## src/rtl/uart_tx_byte_pkg.sv

```systemverilog
// uart_tx_byte_pkg: shared UART definitions (FSM encodings, default baud divisor)
//   for the transmitter and the future receiver.
package uart_tx_byte_pkg;
    typedef enum logic [1:0] {
        IDLE  = 2'd0,
        START = 2'd1,
        DATA  = 2'd2,
        STOP  = 2'd3
    } state_t;
    localparam int DEFAULT_CLKS_PER_BIT = 868;
endpackage

```

## src/rtl/uart_tx_byte_if.sv

```systemverilog
// uart_tx_byte_if: byte-wide valid/ready handshake into the UART transmitter.
//   tx_data  [7:0] byte offered by the producer
//   tx_valid       producer has a byte on tx_data
//   tx_ready       transmitter accepts a byte this cycle
interface uart_tx_byte_if;
    logic [7:0] tx_data;
    logic       tx_valid;
    logic       tx_ready;
    modport master (output tx_data, tx_valid, input tx_ready);
    modport slave (input tx_data, tx_valid, output tx_ready);
endinterface

```

## src/rtl/uart_tx_byte_baud_tick_gen.sv

```systemverilog
// baud_tick_gen: free-running 0..CLKS_PER_BIT-1 counter, tick on the last count.
//   clk, rst_n  clock, synchronous active-low reset
//   clear       restart the count at 0 on the next edge (phase-aligns a frame)
//   tick        high on the last clock of each bit period
module baud_tick_gen #(
    parameter int CLKS_PER_BIT = 868
) (
    input  logic clk,
    input  logic rst_n,
    input  logic clear,
    output logic tick
);
    localparam int CNT_W = $clog2(CLKS_PER_BIT);
    localparam logic [CNT_W-1:0] LAST = CNT_W'(CLKS_PER_BIT - 1);
    logic [CNT_W-1:0] cnt;
    assign tick = cnt == LAST;
    always_ff @(posedge clk) begin
        if (!rst_n || clear) cnt <= '0;
        else cnt <= tick ? '0 : cnt + 1'b1;
    end
endmodule

```

## src/rtl/uart_tx_byte.sv

```systemverilog
// uart_tx_byte: 8N1 UART transmitter, one byte per valid/ready handshake, LSB first.
//   clk, rst_n  clock, synchronous active-low reset
//   bus         slave side of the byte handshake (tx_data, tx_valid, tx_ready)
//   tx          registered serial line, idle high
//   busy        frame in progress (START, DATA or STOP)
module uart_tx_byte
    import uart_tx_byte_pkg::*;
#(
    parameter int CLKS_PER_BIT = DEFAULT_CLKS_PER_BIT,
    parameter int STOP_BITS    = 1
) (
    input  logic           clk,
    input  logic           rst_n,
    uart_tx_byte_if.slave  bus,
    output logic           tx,
    output logic           busy
);
    if (CLKS_PER_BIT < 2 || !(STOP_BITS == 1 || STOP_BITS == 2)) begin : g_bad_param
        $error("uart_tx_byte: CLKS_PER_BIT must be >= 2 and STOP_BITS 1 or 2");
    end
    state_t     state, state_nx;
    logic [7:0] shift;
    logic [2:0] bit_idx;
    logic       bit_end, accept, tx_nx, last_stop;
    assign accept    = bus.tx_valid & bus.tx_ready;
    // bit_idx is reused as the stop-bit counter; it has wrapped to 0 on leaving DATA
    assign last_stop = bit_idx == 3'(STOP_BITS - 1);
    baud_tick_gen #(.CLKS_PER_BIT(CLKS_PER_BIT)) u_baud (
        .clk   (clk),
        .rst_n (rst_n),
        .clear (accept),
        .tick  (bit_end)
    );
    always_ff @(posedge clk) begin
        if (!rst_n) begin
            state   <= IDLE;
            shift   <= '0;
            bit_idx <= '0;
            tx      <= 1'b1;
        end else begin
            state <= state_nx;
            tx    <= tx_nx;
            if (accept) shift <= bus.tx_data;
            else if (state == DATA && bit_end) shift <= shift >> 1;
            if (bit_end && state == DATA) bit_idx <= bit_idx + 3'd1;
            else if (bit_end && state == STOP) bit_idx <= last_stop ? 3'd0 : bit_idx + 3'd1;
        end
    end
    always_comb begin
        state_nx = state;
        case (state)
            IDLE:  state_nx = accept ? START : IDLE;
            START: state_nx = bit_end ? DATA : START;
            DATA:  state_nx = (bit_end && bit_idx == 3'd7) ? STOP : DATA;
            STOP:  state_nx = (bit_end && last_stop) ? IDLE : STOP;
        endcase
    end
    // tx is registered from the next state; within DATA the next bit is shift[1]
    // because the shift register moves on the same edge
    always_comb begin
        tx_nx        = state_nx == START ? 1'b0 :
                       state_nx == DATA  ? ((state == DATA && bit_end) ? shift[1] : shift[0]) :
                       1'b1;
        busy         = state != IDLE;
        bus.tx_ready = (state == IDLE) & rst_n;
    end
endmodule

```

## src/flat_wrapper.sv

```systemverilog
// flat-port wrapper written by rule: the top's interface ports become plain ports
module uart_tx_byte_flat import uart_tx_byte_pkg::*;
#(
    parameter int CLKS_PER_BIT = DEFAULT_CLKS_PER_BIT,
    parameter int STOP_BITS    = 1
)
  (clk, rst_n, tx, busy, bus_tx_data, bus_tx_valid, bus_tx_ready);
  uart_tx_byte_if bus_i ();
  input  logic clk;
  input  logic rst_n;
  output logic tx;
  output logic busy;
  input wire logic [$bits(bus_i.tx_data)-1:0] bus_tx_data;
  input wire logic [$bits(bus_i.tx_valid)-1:0] bus_tx_valid;
  output wire logic [$bits(bus_i.tx_ready)-1:0] bus_tx_ready;
  assign bus_i.tx_data = bus_tx_data;
  assign bus_i.tx_valid = bus_tx_valid;
  assign bus_tx_ready = bus_i.tx_ready;
  uart_tx_byte #(.CLKS_PER_BIT(CLKS_PER_BIT), .STOP_BITS(STOP_BITS)) u_core (.clk(clk), .rst_n(rst_n), .bus(bus_i), .tx(tx), .busy(busy));
endmodule
```

## config.mk

```make
export PLATFORM = sky130hd
export DESIGN_NAME = uart_tx_byte_flat
export DESIGN_NICKNAME = d
export VERILOG_FILES = /design/src/rtl/uart_tx_byte_pkg.sv /design/src/rtl/uart_tx_byte_if.sv /design/src/rtl/uart_tx_byte_baud_tick_gen.sv /design/src/rtl/uart_tx_byte.sv /design/src/flat_wrapper.sv
export SDC_FILE = /design/constraint.sdc
export NUM_CORES = 1
export LEC_CHECK = 0
export CORE_ASPECT_RATIO = 0.7
export CORE_MARGIN = 4
export CORE_UTILIZATION = 53
export CTS_CLUSTER_SIZE = 28
export DETAILED_ROUTE_END_ITERATION = 6
export GPL_ROUTABILITY_DRIVEN = 1
export HOLD_SLACK_MARGIN = 0.03
export PLACE_DENSITY = 0.77
export RECOVER_POWER = 100
export REMOVE_ABC_BUFFERS = 1
export SYNTH_ARGS = -nofsm -noshare
export SYNTH_HDL_FRONTEND = slang
export SYNTH_HIERARCHICAL = 1
export SYNTH_SLANG_ARGS = --single-unit
```

## constraint.sdc

```tcl
create_clock -name clk -period 2.7 [get_ports clk]
set_input_delay 0.54 -clock clk [delete_from_list [all_inputs] [get_ports clk]]
set_output_delay 0.54 -clock clk [all_outputs]
set_load 0.1 [all_outputs]
```

; ---- Word level (Yosys, flattened, before mapping)
; Cells that the tools add are included.
[word_totals]
wordCells = 41
output_inout_bits = 3
reg_bits = 24
in_bits = 11
[classes]
n_eq_ne = 7
addsub = 2
mux = 13
n_bitwise = 2
n_reduce_logical = 12
[ops]
columns = operator, n
row1 = 8-bit 2-to-1 mux, 2
row2 = 10-bit by 1-bit adder with 10-bit output (second input constant), 1
row3 = 10-bit == test (second input constant), 1
row4 = 3-bit 2-to-1 mux, 3
row5 = 2-bit case mux with 4 select lines, 1
row6 = 2-bit == test (second input constant), 3
row7 = 2-bit nonzero test, 3
row8 = 1-bit 2-to-1 mux, 5
row9 = 2-bit by 1-bit == test with 1-bit output (second input constant), 2
row10 = 1-bit logical AND, 4
row11 = 2-bit 2-to-1 mux, 2
row12 = 3-bit by 1-bit adder with 3-bit output (second input constant), 1
row13 = 3-bit == test (second input constant), 1
row14 = 3-bit zero test, 1
row15 = 1-bit bitwise AND, 2
row16 = 2-bit zero test, 1
row17 = 2-bit OR reduction, 1
row18 = 1-bit zero test, 1
row19 = 1-bit logical OR, 1

; ---- Depth between registers and ports, before layout
; Gate-level depths: netlist of run 1.
[depth]
ltp_word = 8
mapped_depth = 8
ltp_nobuf = 7

; ---- Hierarchy
; Netlist of run 1, hierarchy kept.
[modules_own_cells]
columns = mod, area_each_um2, cells_per_inst, n_inst, seq_area_each_um2
row1 = uart_tx_byte, 671.9, 77, 1, 280.3
row2 = baud_tick_gen, 465.4, 51, 1, 200.2

; ---- Worst setup path after synthesis of run 1
; Ideal clock, no wire load.
[synth_path]
path_kind = reg2out
startpoint = register u_core.state[0]
endpoint = output bus_tx_ready
path_slack_ns = -0.098
n_path_buf = 1
path_stages_with_launch = 4
arrival_time_ns = 2.258
t_required_ns = 2.160
path_cell_list = dfxtp_1 > buf_6 > or2_2 > nor2_1
[synth_between]
elab_chain_cells = 2
[synth_lines]
columns = item, line
row1 = from (decl), uart_tx_byte.sv:21  ; state_t state, state_nx;
row2 = from (signal assigned), uart_tx_byte.sv:41  ; state <= state_nx;
row3 = 2-bit zero test, uart_tx_byte.sv:65  ; bus.tx_ready = (state == IDLE) & rst_n;
row4 = 1-bit bitwise AND, uart_tx_byte.sv:65
row5 = to (decl), flat_wrapper.sv:15  ; output wire logic [$bits(bus_i.tx_ready)-1:0] bus_tx_ready;
; Every way passes these cells.

; ---- Final worst setup path of run 1
[layout_path]
startpoint = input rst_n
endpoint = output bus_tx_ready
[layout_between]
elab_chain_cells = 1
[layout_lines]
columns = item, line
row1 = from (decl), flat_wrapper.sv:10  ; input logic rst_n;
row2 = 1-bit bitwise AND, uart_tx_byte.sv:65
; Every way passes these cells.

==> flow_summary.toml, run 1 <==
[status]
outcome = "completed"

[sta]
relSlewSlack_pct = 22.8
timing.final.hold_violations = 0
drv_slew = 0
min_period_over_period_pct = 89.0
whs_ps = 470
post-route-min-period_ps = 2400
worst_pin_slew_ps = 1160
fin_skew_ps = 1.53
grt_setup_unrepaired = "false"
max_freq_mhz = 416
setup_viol = 0

[floorplan]
start_util_pct = 58.3
core_um2 = 1950
die-width_um = 63.4
die_area_um2 = 2960
die_y_um = 46.8
num_io_pins = 14
fp-row-count = 13

[critical_path]
crit_fanout = 7
start_kind = "primary input"
worstSetupPathType = "primary input to output port"
r2r_slack_ps = 390
crit_chain = "dlygate4sd3_1 > inv_1 > nor2_1 > clkbuf_2"
cpMaxStageDelayCell = "dlygate4sd3_1"
max_stage_delay_ps = 660
r2r_end = "u_core/tx$_SDFF_PN1_"
cp.required_ps = 2160
critPathArrivalTime_ps = 1860
rr_worst_depth = 8
rr_startpoint = "u_core/u_baud/cnt[0]$_SDFF_PP0_"
end_kind = "output port"

[logic_synthesis]
yosys.area.top_type_share_pct = 42.2
synth-xor-area-share_pct = 2.31
synth_compound_area_share_pct = 20.5
synth.distinct_cells = 40
yosysMostFrequentCell = "dfxtp_1"
ys_top_cells_by_count = "dfxtp_1, a21oi_1, nand2_1, nor2_1, inv_1"
yosys_register_bits = 24
synth_area_um2 = 1140
ys.flop_type = "dfxtp_1"
synth.area.top_cells = "dfxtp_1, a21oi_1, ha_1"
synthAdderAreaFrac_pct = 4.40
synth_mux_area_share_pct = 0.880
yosys.area.top_type = "dfxtp_1"
synthesis.area_per_instance_um2 = 8.89
ys.warnings.count = 6
synthArstFlopShare_pct = 0
syn_inst = 128
synth_simple_gate_area_share_pct = 24.4
synth_top_family_by_area = "simple AND/OR/NAND/NOR gates"
yosysSeqAreaShare_pct = 42.2
synth_edf_count = 0

[grt]
grt_pass1_wl_um = 4310
antenna_found_initial = 0
grt_overflow = 0
grt_pass1_vias = 973
grt_max_degree = 15
track_usage_pct = 18.8

[run]
cap_viol_max_count = 0

[clock_network]
clockBufferDepth = 2
cts_tree = "built"
cts_sinks = 24
clk_latency_ps = 310
cts_hold_buf = 0
root_buffer = "clkbuf_4"
clkSlewWorstSetupHoldPaths_ps = 130
cts_setup_buffers = 0
htree_levels = 1
cts_made_buffers = 3
cts_resized = 0

[route]
drt_first_iter_violations = 45
vias_per_cell = 5.86
vias = 972
drc = 0
ant_nets = 0
drt-total-wl_um = 2400
drtPass1Iterations = 4
wl_per_cell_um = 14.4

[cells_and_area]
nNetsFinal = 160
multi_input_area_um2 = 572
regArea_um2 = 480
antennaDiodeCount = 0
fill_cells = 161
syn2layout_area_growth_pct = 13.9
fin_util_pct = 66.3
drive_above_1_share_pct = 10.4

[power_and_ir_drop]
switching_share_pct = 23.5
pwr-share-comb_pct = 11.7
seq_power_share_pct = 52.5
clkPwrFrac_pct = 35.8
power.internal_uw = 548
power_density_nw_per_um2 = 554
max-vdd-ir-drop_uv = 410
leakage_uw = 0.000473
switchingPower_uw = 168

[min_path]
hold_path_end = "u_core/shift[2]$_SDFFE_PN0P_"
min_from = "u_core/shift[2]$_SDFFE_PN0P_"
hold_path.class = "flop to flop"
whs_path_depth = 2

[place]
place_congestion = 0.833
dp_hpwl_um = 1820
io_buffers = 13
[cell type report]
class / count / area share, %
clock inverter: 1 / 2.32
sequential: 24 / 37.1
tap: 22 / 2.13
timing repair buffer: 16 / 10.2
multi-input combinational: 92 / 44.2
clock buffer: 3 / 1.74
inverter: 8 / 2.32
[power groups by stage]
stage | combinational [µW] | clock [µW] | sequential (µW)
after floorplan | 51.6 | 0 | 389
after global placement | 91.8 | 0 | 383
after detailed placement | 93.5 | 0 | 384
after CTS | 93.8 | 268 | 376
after global routing | 90.5 | 286 | 378
final | 83.8 | 257 | 376
[kinds of logic after synthesis]
| kind of cell | Yosys count |
|---|---|
| AND/OR/NAND/NOR | 50 |
| AO/OA/AOI/OAI | 34 |
| flip-flops | 24 |
| buffers and inverters | 12 |
| adder cells (fa/ha/maj) | 4 |
| XOR/XNOR | 3 |
| multiplexers | 1 |
[routing by layer]
metal  share of wire (%)  global-route usage (%)
met2                  48                    32.8
met1                  46                    23.8
met5                   0                       0
met4                0.42                    3.43
met3                 5.5                    5.98
[worst max-delay path: cells and delay by family]
family        cells  cell delay (ps)
buf+inv           3             1210
simple gates      1              110
[layout by cell type, fill, tap and decap left out, types with 3 or more instances in the layout]
cell / n
a21oi_1: 14
a22oi_1: 4
clkbuf_4: 3
clkdlybuf4s50_1: 9
dfxtp_1: 24
ha_1: 4
inv_1: 8
nand2_1: 13
nand3_1: 4
nor2_1: 13
o21ai_0: 7
or3_1: 3
[metrics by stage]
| step | area (µm²) | cells | total power, µW | worst slack (ps) | setup TNS [ps] |
|---|---|---|---|---|---|
| after floorplan | 1110 | 124 | 441 | -57.2 | -57.2 |
| after global placement | 1290 | 162 | 475 | 490 | 0 |
| after detailed placement | 1290 | 162 | 477 | 469 | 0 |
| after CTS | 1350 | 166 | 738 | 463 | 0 |
| after global routing | 1290 | 166 | 754 | 217 | 0 |
| final | 1290 | 166 | 717 | 296 | 0 |
[registers in the layout, summed over array words and instances (netlist names)]
name               flops
u_core/u_baud/cnt     10
u_core/shift           8
u_core/bit_idx         3
u_core/state           2
u_core/tx              1
[how the worst max path moves through the flow]
stage | startpoint | end | slack [ps] | cells after the start
2_1_floorplan | u_core/state[1]$_SDFF_PN0_ | bus_tx_ready | -60 | 2
3_3_place_gp | rst_n | bus_tx_ready | 490 | 4
3_5_place_dp | rst_n | bus_tx_ready | 470 | 4
4_1_cts | rst_n | bus_tx_ready | 460 | 4
5_1_grt | u_core/u_baud/cnt[0]$_SDFF_PP0_ | u_core/tx$_SDFF_PN1_ | 220 | 8
6_report | rst_n | bus_tx_ready | 300 | 4
No activity file was read; power rests on OpenSTA's default activity.
==> run 2: changes to the inputs <==
- CORE_UTILIZATION: 53 -> 54
- CTS_CLUSTER_DIAMETER: unset -> 100
- PLACE_DENSITY: 0.77 -> 0.78
- SYNTH_HIERARCHICAL: 1 -> unset
==> run 2 against run 1 <==
Effect of this change:
- sequential power is essentially flat
- synthesized cell count grew 3.9%
- worst setup slack gained 26 ps
- cell count grew 6.6%
- critical endpoint unchanged
- highest routed layer unchanged
- total power shrank 7.3%
- clock power shrank 27%
- wire length shrank 4.6%
==> flow_summary.toml, run 2 <==
[grt]
grt_pass1_wl_um = 3970
grt_pass1_vias = 934
grt_max_degree = 14
antenna_found_initial = 0
grt_overflow = 0
track_usage_pct = 17.4

[sta]
setup_viol = 0
worst_pin_slew_ps = 1180
relSlewSlack_pct = 21.8
min_period_over_period_pct = 88.1
drv_slew = 0
fin_skew_ps = 3.32
timing.final.hold_violations = 0
max_freq_mhz = 421
setup_ws_ps = 322
post-route-min-period_ps = 2380
grt_setup_unrepaired = "false"

[clock_network]
cts_resized = 0
clkSlewWorstSetupHoldPaths_ps = 130
cts_sinks = 24
clk_latency_ps = 320
clockBufferDepth = 2
htree_levels = 1
cts_hold_buf = 0
cts_tree = "built"
cts_setup_buffers = 0
root_buffer = "clkbuf_4"
cts_made_buffers = 3

[status]
outcome = "completed"

[logic_synthesis]
yosysSeqAreaShare_pct = 40.8
ys_top_cells_by_count = "dfxtp_1, nand2_1, nor2_1, inv_1, nor2_2"
syn_inst = 133
synth.area.top_cells = "dfxtp_1, nand2_1, a311oi_1"
yosys_register_bits = 24
yosys.area.top_type = "dfxtp_1"
synthArstFlopShare_pct = 0
yosysMostFrequentCell = "dfxtp_1"
synthesis.area_per_instance_um2 = 8.85
synth.distinct_cells = 36
yosys.area.top_type_share_pct = 40.8
synth_area_um2 = 1180
synth_edf_count = 0
ys.flop_type = "dfxtp_1"
ys.warnings.count = 0

[cells_and_area]
stdcell_area_um2 = 1340
multi_input_area_um2 = 611
mostFrequentLayoutCells = "dfxtp_1, nand2_1, nor2_1, clkdlybuf4s50_1, inv_1"
fill_cells = 173
largest_registers = "u_core.u_baud.cnt x10, u_core.shift x8, u_core.bit_idx x3"
nNetsFinal = 163
drive_above_1_share_pct = 11.6
antennaDiodeCount = 0
regArea_um2 = 480
largest_reg_flops = 10
regMostFlops = "u_core.u_baud.cnt"
syn2layout_area_growth_pct = 14.0
stdcell_count = 177
fin_util_pct = 68.2
final_common_cell = "dfxtp_1"

[floorplan]
die_y_um = 47.1
fp-row-count = 13
die_area_um2 = 3000
start_util_pct = 59.8
num_io_pins = 14
core_um2 = 1970
die-width_um = 63.8

[route]
drt_first_iter_violations = 57
drt-total-wl_um = 2290
drc = 0
drtPass1Iterations = 4
dr_wl_met3_um = 145
wl_per_cell_um = 12.9
m1WireLength_um = 1120
wl_met2_um = 1010
ant_nets = 0
routed.top_layer = "met4"
vias_per_cell = 5.29
vias = 936

[power_and_ir_drop]
power_density_nw_per_um2 = 495
max-vdd-ir-drop_uv = 331
finalPower_uw = 664
leakage_uw = 0.000515

[critical_path]
critPathArrivalTime_ps = 1840
crit_fanout = 7
end_kind = "output port"
start_kind = "primary input"
cp.required_ps = 2160
worstSetupPathType = "primary input to output port"

[run]
cap_viol_max_count = 0

[place]
dp_hpwl_um = 1740
place_congestion = 0.798
place_area_um2 = 1320
dpl_worst_slack_ps = 408
io_buffers = 13
dp.cells = 173

[min_path]
hold_path.class = "flop to flop"
run 2: cell types whose count changed after synthesis, moves of 3 or more:
cell	previous run	this run
a21oi_1	14	2
nand2_1	13	22
nor2_2	1	7
o21ai_0	6	1
a22oi_1	4	0
a311oi_1	2	6
nand4_1	1	4
xnor2_1	2	5
run 2: cell families after synthesis:
| logic type | synth area share [%] |
|---|---|
| flip-flops | 40.8 |
| buffers and inverters | 6.48 |
| XOR/XNOR | 5.95 |
| adder cells (fa/ha/maj) | 4.25 |
| AND/OR/NAND/NOR | 29.1 |
| multiplexers | 0.850 |
| AO/OA/AOI/OAI | 12.5 |
run 2: final timing paths:
check,startpoint,end,slack [ps],cells past startpoint
max,rst_n,bus_tx_ready,320,3
min,u_core.u_baud.cnt[0]$_SDFF_PP0_,u_core.u_baud.cnt[0]$_SDFF_PP0_,480,1
max reg2reg,u_core.state[1]$_SDFF_PN0_,u_core.shift[2]$_SDFFE_PN0P_,880,5
min reg2reg,u_core.u_baud.cnt[0]$_SDFF_PP0_,u_core.u_baud.cnt[0]$_SDFF_PP0_,480,1
run 2: final cells by class:
class	instances	area share, %
clock buffer	4	2.70
timing repair buffer	16	11.3
sequential	24	35.8
multi-input combinational	96	45.5
tap	30	2.80
inverter	7	1.96
run 2: per-layer routing:
layer	vias up	track usage (%)
li1	482	-
met1	426	21.0
met2	25	29.4
met3	3	6.94
met4	0	5.15
met5	-	0
run 2: critical path, cell delays in order:
cell	delay, ps
clkdlybuf4s50_1	570
nor3b_1	480
buf_12	240
run 2: where the power goes:
part / switching, µW / internal (µW)
clock network: 105 / 82.5
registers: 9.86 / 368
logic: 60.0 / 38.9
run 2: through the flow:
stage / setup TNS, ps / hold WS (ps)
2_1_floorplan: -2190 / 430
3_3_place_gp: 0 / 443
3_5_place_dp: 0 / 461
4_1_cts: 0 / 491
5_1_grt: 0 / 523
6_report: 0 / 482
